<file path="src/rtl/pixel_pkg.sv">
// Shared definitions for the pixel write queue: coordinate width, default
// colour width, the buffered pixel record and the queue control states.
package pixel_pkg;

  localparam int COORD_W     = 11;
  localparam int PIX_COLOR_W = 1;

  // One buffered pixel as carried from the drawer to the frame buffer.
  typedef struct packed {
    logic [COORD_W-1:0]     x;
    logic [COORD_W-1:0]     y;
    logic [PIX_COLOR_W-1:0] color;
  } pixel_t;

  // Shape life cycle: waiting, collecting pixels, flushing, acknowledging.
  typedef enum logic [1:0] {
    IDLE   = 2'd0,
    ACTIVE = 2'd1,
    DRAIN  = 2'd2,
    ACK    = 2'd3
  } pwq_state_e;

endpackage

</file>
<file path="src/rtl/pixel_fifo.sv">
// Small synchronous FIFO holding accepted pixels until the frame buffer
// can take them. Pointers are log2(DEPTH) bits and wrap naturally; the
// occupancy register alone decides full/empty.
// Ports:
//   clk, reset     clock and asynchronous active-low reset
//   push, wdata    write request and payload (ignored when full)
//   pop, rdata     read request and head-of-queue payload (ignored when empty)
//   full, empty    occupancy flags
//   count          number of entries held
module pixel_fifo
  import pixel_pkg::*;
#(
  parameter int  DEPTH     = 8,
  parameter type payload_t = pixel_t
) (
  input  logic                   clk,
  input  logic                   reset,
  input  logic                   push,
  input  payload_t               wdata,
  input  logic                   pop,
  output payload_t               rdata,
  output logic                   full,
  output logic                   empty,
  output logic [$clog2(DEPTH):0] count
);

  localparam int PTR_W = $clog2(DEPTH);
  localparam int CNT_W = PTR_W + 1;
  localparam logic [CNT_W-1:0] FULL_CNT = CNT_W'(DEPTH);

  payload_t           mem [DEPTH];
  logic [PTR_W-1:0]   wr_ptr_r;
  logic [PTR_W-1:0]   rd_ptr_r;
  logic [CNT_W-1:0]   count_r;
  logic               do_push_s;
  logic               do_pop_s;

  assign full      = (count_r == FULL_CNT);
  assign empty     = (count_r == {CNT_W{1'b0}});
  assign count     = count_r;
  assign rdata     = mem[rd_ptr_r];
  assign do_push_s = push && !full;
  assign do_pop_s  = pop && !empty;

  // Storage array; data path only, so no reset is needed.
  always_ff @(posedge clk) begin
    if (do_push_s) begin
      mem[wr_ptr_r] <= wdata;
    end
  end

  // Pointer and occupancy bookkeeping.
  always_ff @(posedge clk or negedge reset) begin
    if (!reset) begin
      wr_ptr_r <= {PTR_W{1'b0}};
      rd_ptr_r <= {PTR_W{1'b0}};
      count_r  <= {CNT_W{1'b0}};
    end else begin
      if (do_push_s) begin
        wr_ptr_r <= wr_ptr_r + PTR_W'(1);
      end
      if (do_pop_s) begin
        rd_ptr_r <= rd_ptr_r + PTR_W'(1);
      end
      case ({do_push_s, do_pop_s})
        2'b10:   count_r <= count_r + CNT_W'(1);
        2'b01:   count_r <= count_r - CNT_W'(1);
        default: count_r <= count_r;
      endcase
    end
  end

endmodule

</file>
<file path="src/rtl/pixel_write_queue.sv">
// Consumer end of the shape-drawer pixel stream. Accepts one pixel per
// cycle, clips off-screen pixels, buffers the rest and issues single-cycle
// frame-buffer write strobes under backpressure. The drawer's end-of-shape
// pulse becomes shape_ack once every accepted pixel of the shape is written.
// Optional feature: define PIXEL_DEDUP_EN to suppress a pixel identical to
// the previous pushed pixel of the same shape (counted in drop_cnt).
// Ports:
//   clk, reset                  clock, asynchronous active-low reset
//   pix_valid/pix_ready         drawer handshake; pix_x/pix_y/pix_color payload
//   shape_done / shape_ack      end-of-shape pulse in, completion pulse out
//   fb_busy                     frame buffer cannot take a write next cycle
//   fb_we/fb_x/fb_y/fb_color    registered frame-buffer write port
//   drop_cnt                    saturating count of clipped/suppressed pixels
module pixel_write_queue
  import pixel_pkg::*;
#(
  parameter int DEPTH   = 8,
  parameter int COLOR_W = PIX_COLOR_W,
  parameter int H_RES   = 640,
  parameter int V_RES   = 480
) (
  input  logic               clk,
  input  logic               reset,
  input  logic               pix_valid,
  input  logic [10:0]        pix_x,
  input  logic [10:0]        pix_y,
  input  logic [COLOR_W-1:0] pix_color,
  output logic               pix_ready,
  input  logic               shape_done,
  output logic               shape_ack,
  input  logic               fb_busy,
  output logic               fb_we,
  output logic [10:0]        fb_x,
  output logic [10:0]        fb_y,
  output logic [COLOR_W-1:0] fb_color,
  output logic [15:0]        drop_cnt
);

  typedef struct packed {
    logic [COORD_W-1:0] x;
    logic [COORD_W-1:0] y;
    logic [COLOR_W-1:0] color;
  } pix_t;

  localparam int CNT_W = $clog2(DEPTH) + 1;
  localparam logic [COORD_W-1:0] H_LIM    = COORD_W'(H_RES);
  localparam logic [COORD_W-1:0] V_LIM    = COORD_W'(V_RES);
  localparam logic [15:0]        DROP_MAX = 16'hFFFF;

  pwq_state_e         state_r;
  pwq_state_e         state_next_s;
  pix_t               in_pix_s;
  pix_t               fifo_rdata_s;
  logic               fifo_full_s;
  logic               fifo_empty_s;
  logic [CNT_W-1:0]   fifo_count_s;
  logic               accept_s;
  logic               in_range_s;
  logic               dup_s;
  logic               push_s;
  logic               drop_s;
  logic               pop_s;
  logic               fb_we_r;
  logic [COORD_W-1:0] fb_x_r;
  logic [COORD_W-1:0] fb_y_r;
  logic [COLOR_W-1:0] fb_color_r;
  logic               shape_ack_r;
  logic [15:0]        drop_cnt_r;

`ifdef PIXEL_DEDUP_EN
  logic last_valid_r;
  pix_t last_pix_r;
`endif

  assign in_pix_s.x     = pix_x;
  assign in_pix_s.y     = pix_y;
  assign in_pix_s.color = pix_color;

  // Ready depends only on registered state and occupancy, never on pix_valid.
  assign pix_ready = ((state_r == IDLE) || (state_r == ACTIVE)) && !fifo_full_s;

  // Input filter: clipping, optional duplicate suppression, push/drop/pop decode.
  always_comb begin
    accept_s   = pix_valid && pix_ready;
    in_range_s = (pix_x < H_LIM) && (pix_y < V_LIM);
`ifdef PIXEL_DEDUP_EN
    dup_s      = last_valid_r && (in_pix_s == last_pix_r);
`else
    dup_s      = 1'b0;
`endif
    push_s     = accept_s && in_range_s && !dup_s;
    drop_s     = accept_s && !push_s;
    pop_s      = !fifo_empty_s && !fb_busy;
  end

  // Next-state logic; a pixel taken alongside shape_done joins the closing shape.
  always_comb begin
    state_next_s = state_r;
    case (state_r)
      IDLE: begin
        if (shape_done) begin
          state_next_s = DRAIN;
        end else if (accept_s) begin
          state_next_s = ACTIVE;
        end else begin
          state_next_s = IDLE;
        end
      end
      ACTIVE: begin
        if (shape_done) begin
          state_next_s = DRAIN;
        end else begin
          state_next_s = ACTIVE;
        end
      end
      DRAIN: begin
        // Done only when nothing is buffered and the last strobe has retired.
        if ((fifo_count_s == {CNT_W{1'b0}}) && !fb_we_r) begin
          state_next_s = ACK;
        end else begin
          state_next_s = DRAIN;
        end
      end
      ACK:     state_next_s = IDLE;
      default: state_next_s = IDLE;
    endcase
  end

  pixel_fifo #(
    .DEPTH     (DEPTH),
    .payload_t (pix_t)
  ) u_fifo (
    .clk   (clk),
    .reset (reset),
    .push  (push_s),
    .wdata (in_pix_s),
    .pop   (pop_s),
    .rdata (fifo_rdata_s),
    .full  (fifo_full_s),
    .empty (fifo_empty_s),
    .count (fifo_count_s)
  );

  // State register and the registered acknowledge pulse.
  always_ff @(posedge clk or negedge reset) begin
    if (!reset) begin
      state_r     <= IDLE;
      shape_ack_r <= 1'b0;
    end else begin
      state_r     <= state_next_s;
      shape_ack_r <= (state_next_s == ACK);
    end
  end

  // Frame-buffer write port: strobe for one cycle per pop, hold data otherwise.
  always_ff @(posedge clk or negedge reset) begin
    if (!reset) begin
      fb_we_r    <= 1'b0;
      fb_x_r     <= {COORD_W{1'b0}};
      fb_y_r     <= {COORD_W{1'b0}};
      fb_color_r <= {COLOR_W{1'b0}};
    end else begin
      fb_we_r <= pop_s;
      if (pop_s) begin
        fb_x_r     <= fifo_rdata_s.x;
        fb_y_r     <= fifo_rdata_s.y;
        fb_color_r <= fifo_rdata_s.color;
      end else begin
        fb_x_r     <= fb_x_r;
        fb_y_r     <= fb_y_r;
        fb_color_r <= fb_color_r;
      end
    end
  end

  // Saturating count of accepted pixels that were not pushed.
  always_ff @(posedge clk or negedge reset) begin
    if (!reset) begin
      drop_cnt_r <= 16'h0000;
    end else if (drop_s && (drop_cnt_r != DROP_MAX)) begin
      drop_cnt_r <= drop_cnt_r + 16'h0001;
    end else begin
      drop_cnt_r <= drop_cnt_r;
    end
  end

`ifdef PIXEL_DEDUP_EN
  // Last pushed pixel of the current shape; forgotten when returning to IDLE.
  always_ff @(posedge clk or negedge reset) begin
    if (!reset) begin
      last_valid_r <= 1'b0;
      last_pix_r   <= '{x: {COORD_W{1'b0}}, y: {COORD_W{1'b0}}, color: {COLOR_W{1'b0}}};
    end else if (push_s) begin
      last_valid_r <= 1'b1;
      last_pix_r   <= in_pix_s;
    end else if (state_next_s == IDLE) begin
      last_valid_r <= 1'b0;
      last_pix_r   <= last_pix_r;
    end else begin
      last_valid_r <= last_valid_r;
      last_pix_r   <= last_pix_r;
    end
  end
`endif

  assign fb_we     = fb_we_r;
  assign fb_x      = fb_x_r;
  assign fb_y      = fb_y_r;
  assign fb_color  = fb_color_r;
  assign shape_ack = shape_ack_r;
  assign drop_cnt  = drop_cnt_r;

endmodule

</file>
<file path="config.mk">
export PLATFORM = sky130hd
export DESIGN_NAME = pixel_write_queue
export DESIGN_NICKNAME = d
export VERILOG_FILES = /design/src/rtl/pixel_pkg.sv /design/src/rtl/pixel_fifo.sv /design/src/rtl/pixel_write_queue.sv
export SDC_FILE = /design/constraint.sdc
export NUM_CORES = 1
export LEC_CHECK = 0
export ABC_AREA = 1
export ABC_CLOCK_PERIOD_IN_PS = 3700
export CAP_MARGIN = 10
export CORE_MARGIN = 8
export CORE_UTILIZATION = 46
export DETAILED_ROUTE_END_ITERATION = 10
export SYNTH_ARGS = -nofsm -noshare
export SYNTH_HDL_FRONTEND = slang
export SYNTH_SLANG_ARGS = --single-unit
</file>
<file path="constraint.sdc">
create_clock -name clk -period 3.7 [get_ports clk]
set_input_delay 0.37 -clock clk [delete_from_list [all_inputs] [get_ports clk]]
set_output_delay 0.37 -clock clk [all_outputs]
set_load 0.01 [all_outputs]
</file>
==> run metrics <==
Worst-Skew Late Latency 520 ps; max incr delay on CP 560 ps; # nets final 1017; Initial Util 46.4%; fin. max-slew vios 0; Cell Area, Synth 10000 µm²; Die Wd 164 µm; GRT overflow 0; CTS tree built; PwrDens 687 nW/µm²; worst hold start fb_we; Metal-1 WL 9830 µm; largest net degree at the start of global routing 95; dpl cell area 11100 µm²; Synth Warn # 0; core area 21600 µm²; CP max stage cell clkdlybuf4s50_1; share of cells above drive strength 1 9.07%; syn nets 936; Detailed Route Iter0 Violations 518; Area Overhead vs Synth 19.7%; die area 26800 µm²; Buffers on Ports 69; synthesized instance count 902; Worst Skew 15.8 ps; hpwl dp 13000 µm; max_slew headroom 30.4%; CP max FO 9; vias in the first global route 6309; CP Class in -> reg; DR WL/cell 16.7 µm; FF-to-FF Start u_fifo.count[3]; Distinct cells, synth 30; Post-Route Setup TNS 0 ps; Leakage 4.79 nW; Total Routing Usage GR 16.1%; GP Congestion 0.804; total power 8.25 mW; fmax 390 MHz; Worst Setup SP pix_y[10]; Root Buffer clkbuf_16; Sinks on Clock Net 237; CP top delay family simple AND/OR/NAND/NOR gates; post-CTS sizing 0; VDD IR-drop max 0.335 mV; startpoint types input port; Worst Path Required 4130 ps; TritonCTS Buffers 26; Seq/Total Area, Yosys 68.3%; final WL 21400 µm; Yosys reg bits 237; top sig layer met4; worst min path class reg -> reg; WL met3 1100 µm; row cnt 54; first-pass GRT wire length 34300 µm; CTS clk-pin slew, worst paths 60 ps; # IOs 70; htree depth 1; Routed Antenna Nets 0; Avg Synthesized Cell Area 11.1 µm²; cells along the critical path clkdlybuf4s50_1, inv_1, nand2_1, nor2_1, nand3_1, nor2_2, inv_1, ha_1, nand2_1, inv_1, nor2_1, ha_1, a21oi_1, xor2_1, o21ai_0; CP Data Arrival Time 3000 ps; die span in y 164 µm; first drt pass iteration count 5; MaxCap Viol Count 0; RSZ-0062 raised after global routing false; ant diodes 0; Final Cell Area 12000 µm²; Vias per Instance 5.08; Final Cycle Share 69.3%; endpoint class of the critical path flip-flop; Period minus WS final 2570 ps; Layout fillers 1861; WL met2 10200 µm; total number of vias 6523; Max Root-Sink Buffers 3; most frequent CP cell inv_1; Worst Path Buf+Inv 4; Hold Slack 470 ps; final hold vios 0; status finished, final reports clean; DRC viols 0; worst slew pin tran 1040 ps; initial antenna violation count 0; Setup Viol. Count Final 0
==> synthesized netlist by cell type (all sizes together) <==
master  count  area [µm²]
xor2        6        52.6
nand3b      1        7.51
clkbuf     15        56.3
ha          6        75.1
nor4        1        6.26
nand3      88         458
or2         1        6.26
o21ai      33         165
nand4       5        31.3
nand2     221         845
inv       122         458
a21oi      26         130
edfxtp    184        5530
o211ai     69         518
xnor2       6        52.6
nor2       37         169
dfrtp      53        1330
buf        27         150
a31oi       1        6.26
==> power breakdown <==
| group | switching, mW | total [mW] | internal (mW) |
|---|---|---|---|
| clock | 1.02 | 2.66 | 1.64 |
| combinational | 1.36 | 2.25 | 0.892 |
| sequential | 0.241 | 3.34 | 3.10 |
==> layout by cell type (no fill, tap or decap), drive strengths merged <==
| cell type | count |
|---|---|
| inv | 123 |
| ha | 6 |
| nor4 | 1 |
| edfxtp | 184 |
| buf | 26 |
| dfrtp | 53 |
| nor2 | 37 |
| o21ai | 33 |
| dlygate4sd3 | 1 |
| a31oi | 1 |
| clkbuf | 31 |
| nand2 | 221 |
| o211ai | 69 |
| bufinv | 4 |
| nand3 | 88 |
| xnor2 | 6 |
| nand4 | 5 |
| nand3b | 1 |
| a21oi | 26 |
| or2 | 1 |
| clkinv | 12 |
| xor2 | 6 |
| clkdlybuf4s50 | 68 |
==> what timing repair did <==
item	4_1_cts	5_1_grt
buffers inserted	0	0
hold buffers	1	0
hold endpoints to repair	32	0
==> logic make-up (layout without fill, tap and decap cells) <==
family / after synthesis / count (layout) / synth area share (%)
AO/OA/AOI/OAI: 129 / 129 / 8.16
buffers and inverters: 164 / 265 / 6.62
flip-flops: 237 / 237 / 68.3
adder cells (fa/ha/maj): 6 / 6 / 0.748
AND/OR/NAND/NOR: 354 / 354 / 15.2
XOR/XNOR: 12 / 12 / 1.05
==> metrics by stage <==
step | util, % | setup slack (ps) | std cells
final | 55.6 | 1130 | 1283
after global routing | 55.6 | 888 | 1283
after CTS | 55.6 | 1180 | 1283
after detailed placement | 51.4 | 646 | 1234
after global placement | 51.4 | 726 | 1234
after floorplan | - | 1210 | 902
==> cell type report <==
| cell class | instances | area [µm²] | share of cell area, % |
|---|---|---|---|
| Clock buffer | 31 | 711 | 5.92 |
| Tap cell | 280 | 350 | 2.92 |
| Clock inverter | 17 | 185 | 1.54 |
| Multi-Input combinational cell | 501 | 2560 | 21.3 |
| Inverter | 122 | 458 | 3.81 |
| Sequential cell | 237 | 6860 | 57.1 |
| Timing Repair Buffer | 95 | 896 | 7.46 |
==> state kept, by name (all words and copies together) (netlist names), 2 cells and up <==
signal	cells
drop_cnt	16
fb_x	11
fb_y	11
state_r	2
u_fifo.count	4
u_fifo.mem	184
u_fifo.rd_ptr_r	3
u_fifo.wr_ptr_r	3
==> worst paths after layout <==
| kind | endpoint | slack (ps) | cells after the start |
|---|---|---|---|
| worst max register to register | u_fifo.count[2] | 1320 | 14 |
| worst min register to register | shape_ack | 470 | 1 |
| worst min-delay path | shape_ack | 470 | 1 |
| worst max-delay path | u_fifo.count[2] | 1130 | 15 |
| min in group asynchronous | drop_cnt[13] | 490 | 2 |
| max in group asynchronous | fb_x[3] | 2380 | 3 |
==> layer usage <==
layer / track usage (%) / vias up
li1: - / 3237
met5: 0 / -
met4: 4.13 / 0
met1: 21.9 / 3126
met3: 2.73 / 24
met2: 26.7 / 136
Power figures use the tool's default switching activity.
